[config.mk]
export PLATFORM = sky130hd
export DESIGN_NAME = ncl_mem_demux_sync
export DESIGN_NICKNAME = d
export VERILOG_FILES = /design/src/rtl/ncl_pkg.sv /design/src/rtl/ncl_completion.sv /design/src/rtl/ncl_mem_demux_sync.sv
export SDC_FILE = /design/constraint.sdc
export NUM_CORES = 1
export LEC_CHECK = 0
export ABC_AREA = 1
export BUFFER_PORTS_ARGS = -buffer_cell sky130_fd_sc_hd__buf_2
export CAP_MARGIN = 5
export CORE_ASPECT_RATIO = 0.9
export CORE_UTILIZATION = 30
export DETAILED_ROUTE_END_ITERATION = 7
export SYNTH_ARGS = -nofsm -noshare
export SYNTH_HDL_FRONTEND = slang
export SYNTH_SLANG_ARGS = --single-unit
[constraint.sdc]
create_clock -name clk -period 1.3 [get_ports clk]
set_input_delay 0.13 -clock clk [delete_from_list [all_inputs] [get_ports clk]]
set_output_delay 0.13 -clock clk [all_outputs]
set_load 0.1 [all_outputs]
[src/rtl/ncl_pkg.sv]
// ---------------------------------------------------------------------------
// ncl_pkg
// Shared definitions for the clocked NCL (dual-rail) memory-data demux.
//
// Contents:
//   state_t    - handshake state machine encoding (S_NULL, S_DATA, S_RTZ)
//   RAIL_NULL  - rail pair code for a spacer (no data)
//   RAIL_ILL   - rail pair code that can never be produced by a legal sender
//   rail_pair  - packs one true/false rail pair into a 2-bit code
// ---------------------------------------------------------------------------
package ncl_pkg;

   // Wavefront state of the demux.
   //   S_NULL : idle, waiting for a complete DATA wavefront on the input
   //   S_DATA : a word is latched and presented on one output channel
   //   S_RTZ  : output returned to NULL, waiting for the consumer to release
   typedef enum logic [1:0] {
      S_NULL = 2'd0,
      S_DATA = 2'd1,
      S_RTZ  = 2'd2
   } state_t;

   // Rail pair codes written as {true_rail, false_rail}.
   // 01 and 10 both mean DATA (value 0 and 1 respectively).
   localparam logic [1:0] RAIL_NULL = 2'b00;
   localparam logic [1:0] RAIL_ILL  = 2'b11;

   // Packs a single dual-rail bit into its two-bit code so comparisons
   // against RAIL_NULL / RAIL_ILL read naturally.
   function automatic logic [1:0] rail_pair(input logic rail_t, input logic rail_f);
      return {rail_t, rail_f};
   endfunction

endpackage : ncl_pkg

[src/rtl/ncl_completion.sv]
// ---------------------------------------------------------------------------
// ncl_completion
// Completion detector over N dual-rail pairs. Classifies the whole word in
// one combinational pass so the state machine only has to look at three
// flags.
//
// Parameters:
//   N         - number of rail pairs examined
//
// Ports:
//   rail_t    in  N  true rails
//   rail_f    in  N  false rails
//   all_data  out 1  every pair is 01 or 10
//   all_null  out 1  every pair is 00
//   illegal   out 1  at least one pair is 11
// ---------------------------------------------------------------------------
module ncl_completion
   import ncl_pkg::*;
#(
   parameter int N = 9
) (
   input  logic [N-1:0] rail_t,
   input  logic [N-1:0] rail_f,
   output logic         all_data,
   output logic         all_null,
   output logic         illegal
);

   logic [N-1:0] pair_null;
   logic [N-1:0] pair_ill;
   logic [N-1:0] pair_data;

   genvar gi;
   generate
      for (gi = 0; gi < N; gi++) begin : g_pair
         assign pair_null[gi] = (rail_pair(rail_t[gi], rail_f[gi]) == RAIL_NULL);
         assign pair_ill[gi]  = (rail_pair(rail_t[gi], rail_f[gi]) == RAIL_ILL);
         // A pair is DATA exactly when it is neither a spacer nor illegal.
         assign pair_data[gi] = ~pair_null[gi] & ~pair_ill[gi];
      end
   endgenerate

   assign all_data = &pair_data;
   assign all_null = &pair_null;
   assign illegal  = |pair_ill;

endmodule : ncl_completion

[src/rtl/ncl_mem_demux_sync.sv]
// ---------------------------------------------------------------------------
// ncl_mem_demux_sync
// Clocked dual-rail demux between the memory read port and its consumers.
// A complete DATA word {sel, d} is latched and presented on output channel
// sel; the rest of the channels stay NULL. Four-phase handshakes run on both
// sides: in_ack tells upstream that DATA was taken (1) or that the NULL
// wavefront was taken (0); out_ack[ch] is the selected consumer's reply.
// With WIDTH=8, SEL_W=1: channel 1 = instruction, channel 0 = constant.
//
// Parameters:
//   WIDTH  - data bits per word (rail pairs)
//   SEL_W  - select bits; NCH = 2**SEL_W output channels
//   CNT_W  - width of the transfer counter
//
// Ports:
//   clk       in  1          rising-edge clock
//   rst       in  1          synchronous active-high reset
//   sel_t/f   in  SEL_W      dual-rail channel index
//   d_t/d_f   in  WIDTH      dual-rail data
//   in_ack    out 1          upstream acknowledge
//   out_t/f   out NCH*WIDTH  dual-rail outputs, channel c at [c*WIDTH +: WIDTH]
//   out_ack   in  NCH        per-channel consumer acknowledge
//   err       out 1          sticky flag, set by any 11 rail pair
//   xfer_cnt  out CNT_W      number of accepted DATA words, wrapping
// ---------------------------------------------------------------------------
module ncl_mem_demux_sync
   import ncl_pkg::*;
#(
   parameter int WIDTH = 8,
   parameter int SEL_W = 1,
   parameter int CNT_W = 16
) (
   input  logic                          clk,
   input  logic                          rst,
   input  logic [SEL_W-1:0]              sel_t,
   input  logic [SEL_W-1:0]              sel_f,
   input  logic [WIDTH-1:0]              d_t,
   input  logic [WIDTH-1:0]              d_f,
   output logic                          in_ack,
   output logic [(2**SEL_W)*WIDTH-1:0]   out_t,
   output logic [(2**SEL_W)*WIDTH-1:0]   out_f,
   input  logic [(2**SEL_W)-1:0]         out_ack,
   output logic                          err,
   output logic [CNT_W-1:0]              xfer_cnt
);

   localparam int NCH = 2**SEL_W;
   localparam int N   = SEL_W + WIDTH;

   // ------------------------------------------------------------------
   // Completion detection over the full input word {sel, d}
   // ------------------------------------------------------------------
   logic in_all_data;
   logic in_all_null;
   logic in_illegal;

   ncl_completion #(
      .N (N)
   ) u_completion (
      .rail_t   ({sel_t, d_t}),
      .rail_f   ({sel_f, d_f}),
      .all_data (in_all_data),
      .all_null (in_all_null),
      .illegal  (in_illegal)
   );

   // ------------------------------------------------------------------
   // State and datapath registers
   // ------------------------------------------------------------------
   state_t                 state_reg,  state_next;
   logic [SEL_W-1:0]       ch_reg,     ch_next;
   // Only the true rails are kept: a complete DATA word has f == ~t, so
   // the false rails are regenerated on the way out.
   logic [WIDTH-1:0]       data_reg,   data_next;
   logic [CNT_W-1:0]       cnt_reg,    cnt_next;
   logic                   err_reg,    err_next;
   logic                   in_ack_reg, in_ack_next;
   logic [NCH*WIDTH-1:0]   out_t_reg,  out_t_next;
   logic [NCH*WIDTH-1:0]   out_f_reg,  out_f_next;

   // Acknowledge of the channel currently owning the transfer; the other
   // channels' acknowledges have no effect.
   logic ack_sel;
   assign ack_sel = out_ack[ch_reg];

   // ------------------------------------------------------------------
   // Next-state logic
   // ------------------------------------------------------------------
   always_comb begin
      state_next = state_reg;
      ch_next    = ch_reg;
      data_next  = data_reg;
      cnt_next   = cnt_reg;
      // An 11 pair is recorded whatever the state, and never cleared
      // except by reset.
      err_next   = err_reg | in_illegal;

      case (state_reg)
         S_NULL: begin
            // Partial DATA simply waits; an illegal word is never taken
            // (in_all_data is already false for it, the explicit term keeps
            // the intent obvious).
            if (in_all_data && !in_illegal) begin
               state_next = S_DATA;
               ch_next    = sel_t;
               data_next  = d_t;
               cnt_next   = cnt_reg + CNT_W'(1);
            end
         end
         S_DATA: begin
            // Hysteresis: any input other than a full NULL wavefront,
            // including new DATA or partial NULL, leaves the latched word
            // alone. An illegal word is not all-NULL by construction.
            if (ack_sel && in_all_null) begin
               state_next = S_RTZ;
            end
         end
         S_RTZ: begin
            // Upstream DATA arriving here is held off until S_NULL.
            if (!ack_sel) begin
               state_next = S_NULL;
            end
         end
         default: begin
            state_next = S_NULL;
         end
      endcase
   end

   // ------------------------------------------------------------------
   // Output decode, computed from the next state so that the outputs can
   // be registered without adding a cycle of latency.
   // ------------------------------------------------------------------
   logic [NCH-1:0] chan_active;

   genvar gi;
   generate
      for (gi = 0; gi < NCH; gi++) begin : g_chan
         assign chan_active[gi] = (state_next == S_DATA) && (ch_next == SEL_W'(gi));
         assign out_t_next[gi*WIDTH +: WIDTH] = chan_active[gi] ?  data_next : '0;
         assign out_f_next[gi*WIDTH +: WIDTH] = chan_active[gi] ? ~data_next : '0;
      end
   endgenerate

   assign in_ack_next = (state_next == S_DATA);

   // ------------------------------------------------------------------
   // Registers
   // ------------------------------------------------------------------
   always_ff @(posedge clk) begin
      if (rst) begin
         // Aborts any transfer in flight; the latched word is dropped.
         state_reg  <= S_NULL;
         ch_reg     <= '0;
         data_reg   <= '0;
         cnt_reg    <= '0;
         err_reg    <= 1'b0;
         in_ack_reg <= 1'b0;
         out_t_reg  <= '0;
         out_f_reg  <= '0;
      end else begin
         state_reg  <= state_next;
         ch_reg     <= ch_next;
         data_reg   <= data_next;
         cnt_reg    <= cnt_next;
         err_reg    <= err_next;
         in_ack_reg <= in_ack_next;
         out_t_reg  <= out_t_next;
         out_f_reg  <= out_f_next;
      end
   end

   assign in_ack   = in_ack_reg;
   assign out_t    = out_t_reg;
   assign out_f    = out_f_reg;
   assign err      = err_reg;
   assign xfer_cnt = cnt_reg;

endmodule : ncl_mem_demux_sync

==> reports/results.ini <==
[floorplan]
die_w_um = 103
initial_core_util = 0.314
boundaryPins = 72
die_area_um2 = 9520
rows = 32
die_h_um = 92.6
core_area_um2 = 8730

[grt]
grt_max_degree = 25
grt_overflow = 0
grt_pass1_vias = 2398
antenna_found_initial = 0
grt_pass1_wl_um = 11300
grt_usage = 0.157

[placed_design]
place_congestion = 0.839
dp_hpwl_um = 5130
pre_cts_ws_ns = -0.400
io_buffers = 71

[job]
cap_violations = 0

[drt]
drc = 0
drt_pass1_iterations = 4
drt_iter0_markers = 54
vias = 2577
ant_nets = 0
wl_per_cell_um = 12.3
routed_via_density = 4.32
wirelength_um = 7320

[layout]
multiInputGateArea_um2 = 1680
fill_cells = 861
layout_common_cells = nand2_1 (67), buf_2 (60), nor2_1 (49), dfxtp_1 (42), buf_4 (32)
post-route-util = 0.485
drive_above_1_share = 0.510
layout_commonest_cell = nand2_1
regArea_um2 = 1280
nets = 514
diodes = 0
syn_to_final_growth_pct = 54.5

[timing]
setup_viol = 50
slew_viol_final = 0
finalSetupTns_ns = -2.12
fin_worst_skew_ns = 0.00975
rsz0062_at_grt = true
max_freq_mhz = 715
tightest_slew_ns = 0.506
layout_setup_ws_ns = -0.0987
maxSlewHeadroom = 0.665
finalCritPeriodShare = 1.08
hold_violations = 0
holdWs_ns = 0.220
period_minus_slack_ns = 1.40

[synthesis]
netlist_area_um2 = 2740
synth_cells = 364
ys_ff_latch = 61
synth_cell_types = 28
synth_warnings = 0
seq_area_frac_synth = 0.446
avgSynthCellArea_um2 = 7.52
yosys.area.top_type = dfxtp_1
synth_top_area_frac = 0.446
synth_area_leaders = dfxtp_1 (45%), nand2_1 (12%), nor2_1 (9.9%)
synth.net_count = 405

[worst_setup_path]
slowest_delay_ns = 0.32
end_kind = flop
crit_path_frequent_cell = nand2_4
cp-start-kind = flop
cpLargestDelayFamily = simple AND/OR/NAND/NOR gates
crit_chain = inv_2, nand3_2, nor2_4, nand2_8, buf_8, nand2_4, nand2_4, nand3_4, nor2_1
cp.arrival_ns = 1.62
cp_num_buf_inv = 2
crit_fanout = 8
cp.required_ns = 1.52
critical_path.slowest_cell = dfxtp_2
crit_type = reg -> reg

[pwr]
ir_worst_vdd_uv = 450
total_power_mw = 3.78
p_per_area_nw_per_um2 = 894
power.leakage_nw = 1.88

[clocking]
cts_hold_buf = 0
cts_buffers = 9
cts.sinks = 61
cts_tree = yes
cts_buffer_depth = 2
h-tree-depth = 3
path_clk_slew_ns = 0.08
cts_root_buf = clkbuf_8
clk_latency_ns = 0.33

[min_path]
hp-class = in -> reg

[status]
status = finished, violations left
violations = setup timing

-- repair_timing --
action / in CTS / in global routing
setup endpoints to repair: 43 / 66
cloned: 2 / 1
setup buffers: 5 / 3
pin swaps: 12 / 15
resized for setup: 26 / 45
-- power breakdown --
group	total (mW)	internal, mW	leakage [nW]	switching, mW
clock network	1.63	0.864	0.0977	0.769
logic	0.309	0.133	1.28	0.175
registers	1.84	1.84	0.506	0.00103
-- cell usage after synthesis, drive strengths merged --
library cell / instances
nand2: 87
nor2: 74
dfxtp: 61
inv: 54
ha: 19
nand3: 15
a21oi: 14
o21ai: 13
buf: 6
nand4: 5
clkbuf: 3
xnor2: 3
xor2: 3
a21boi: 2
and2: 1
nor3: 1
o21bai: 1
o22ai: 1
o31ai: 1
-- logic make-up (layout without fill, tap and decap cells) --
group / count (synthesis) / after routing / synth area share
buffers and inverters: 63 / 175 / 0.0968
adders and majority gates: 19 / 19 / 0.0868
AOI/OAI and AO/OA: 32 / 32 / 0.0694
DFF: 61 / 61 / 0.446
xor gates and xnor gates: 6 / 6 / 0.0192
and+or+nand+nor: 183 / 185 / 0.282
-- metrics by stage --
step	cells	instance area (µm²)
after floorplan	364	3080
after global placement	570	3710
after detailed placement	570	3710
after CTS	593	4060
after global routing	597	4230
final	597	4230
-- cell type report --
| class | count | share of cell area |
|---|---|---|
| Multi-Input combinational cell | 242 | 0.397 |
| Sequential cell | 61 | 0.303 |
| Timing Repair Buffer | 105 | 0.164 |
| Inverter | 54 | 0.0544 |
| Clock buffer | 12 | 0.0393 |
| Tap cell | 119 | 0.0352 |
| Clock inverter | 4 | 0.00710 |
-- routing by layer --
metal / routed length, µm / up-vias / part of all wire / global-route usage
met5: 0 / - / 0 / 0
met4: 107 / 0 / 0.015 / 0.0548
met3: 236 / 10 / 0.032 / 0.0370
met2: 3420 / 50 / 0.47 / 0.246
met1: 3560 / 1176 / 0.49 / 0.209
li1: - / 1341 / - / -
-- worst paths after layout --
path | from | endpoint | slack (ns) | depth (start not counted)
worst max-delay path | state_reg[0] | out_f[8] | -0.1 | 9
worst min register to register | err | err | 0.47 | 2
worst min-delay path | d_t[5] | data_reg[5] | 0.22 | 4
worst max register to register | state_reg[0] | out_f[8] | -0.1 | 9
-- worst reg2reg max path: stages (launching register included) --
cell and delay (ns):
dfxtp_2 0.32, inv_2 0.06, nand3_2 0.09, nor2_4 0.19
nand2_8 0.11, buf_8 0.17, nand2_4 0.06, nand2_4 0.07
nand3_4 0.16, nor2_1 0.07
(Power assumes the default switching activity.)
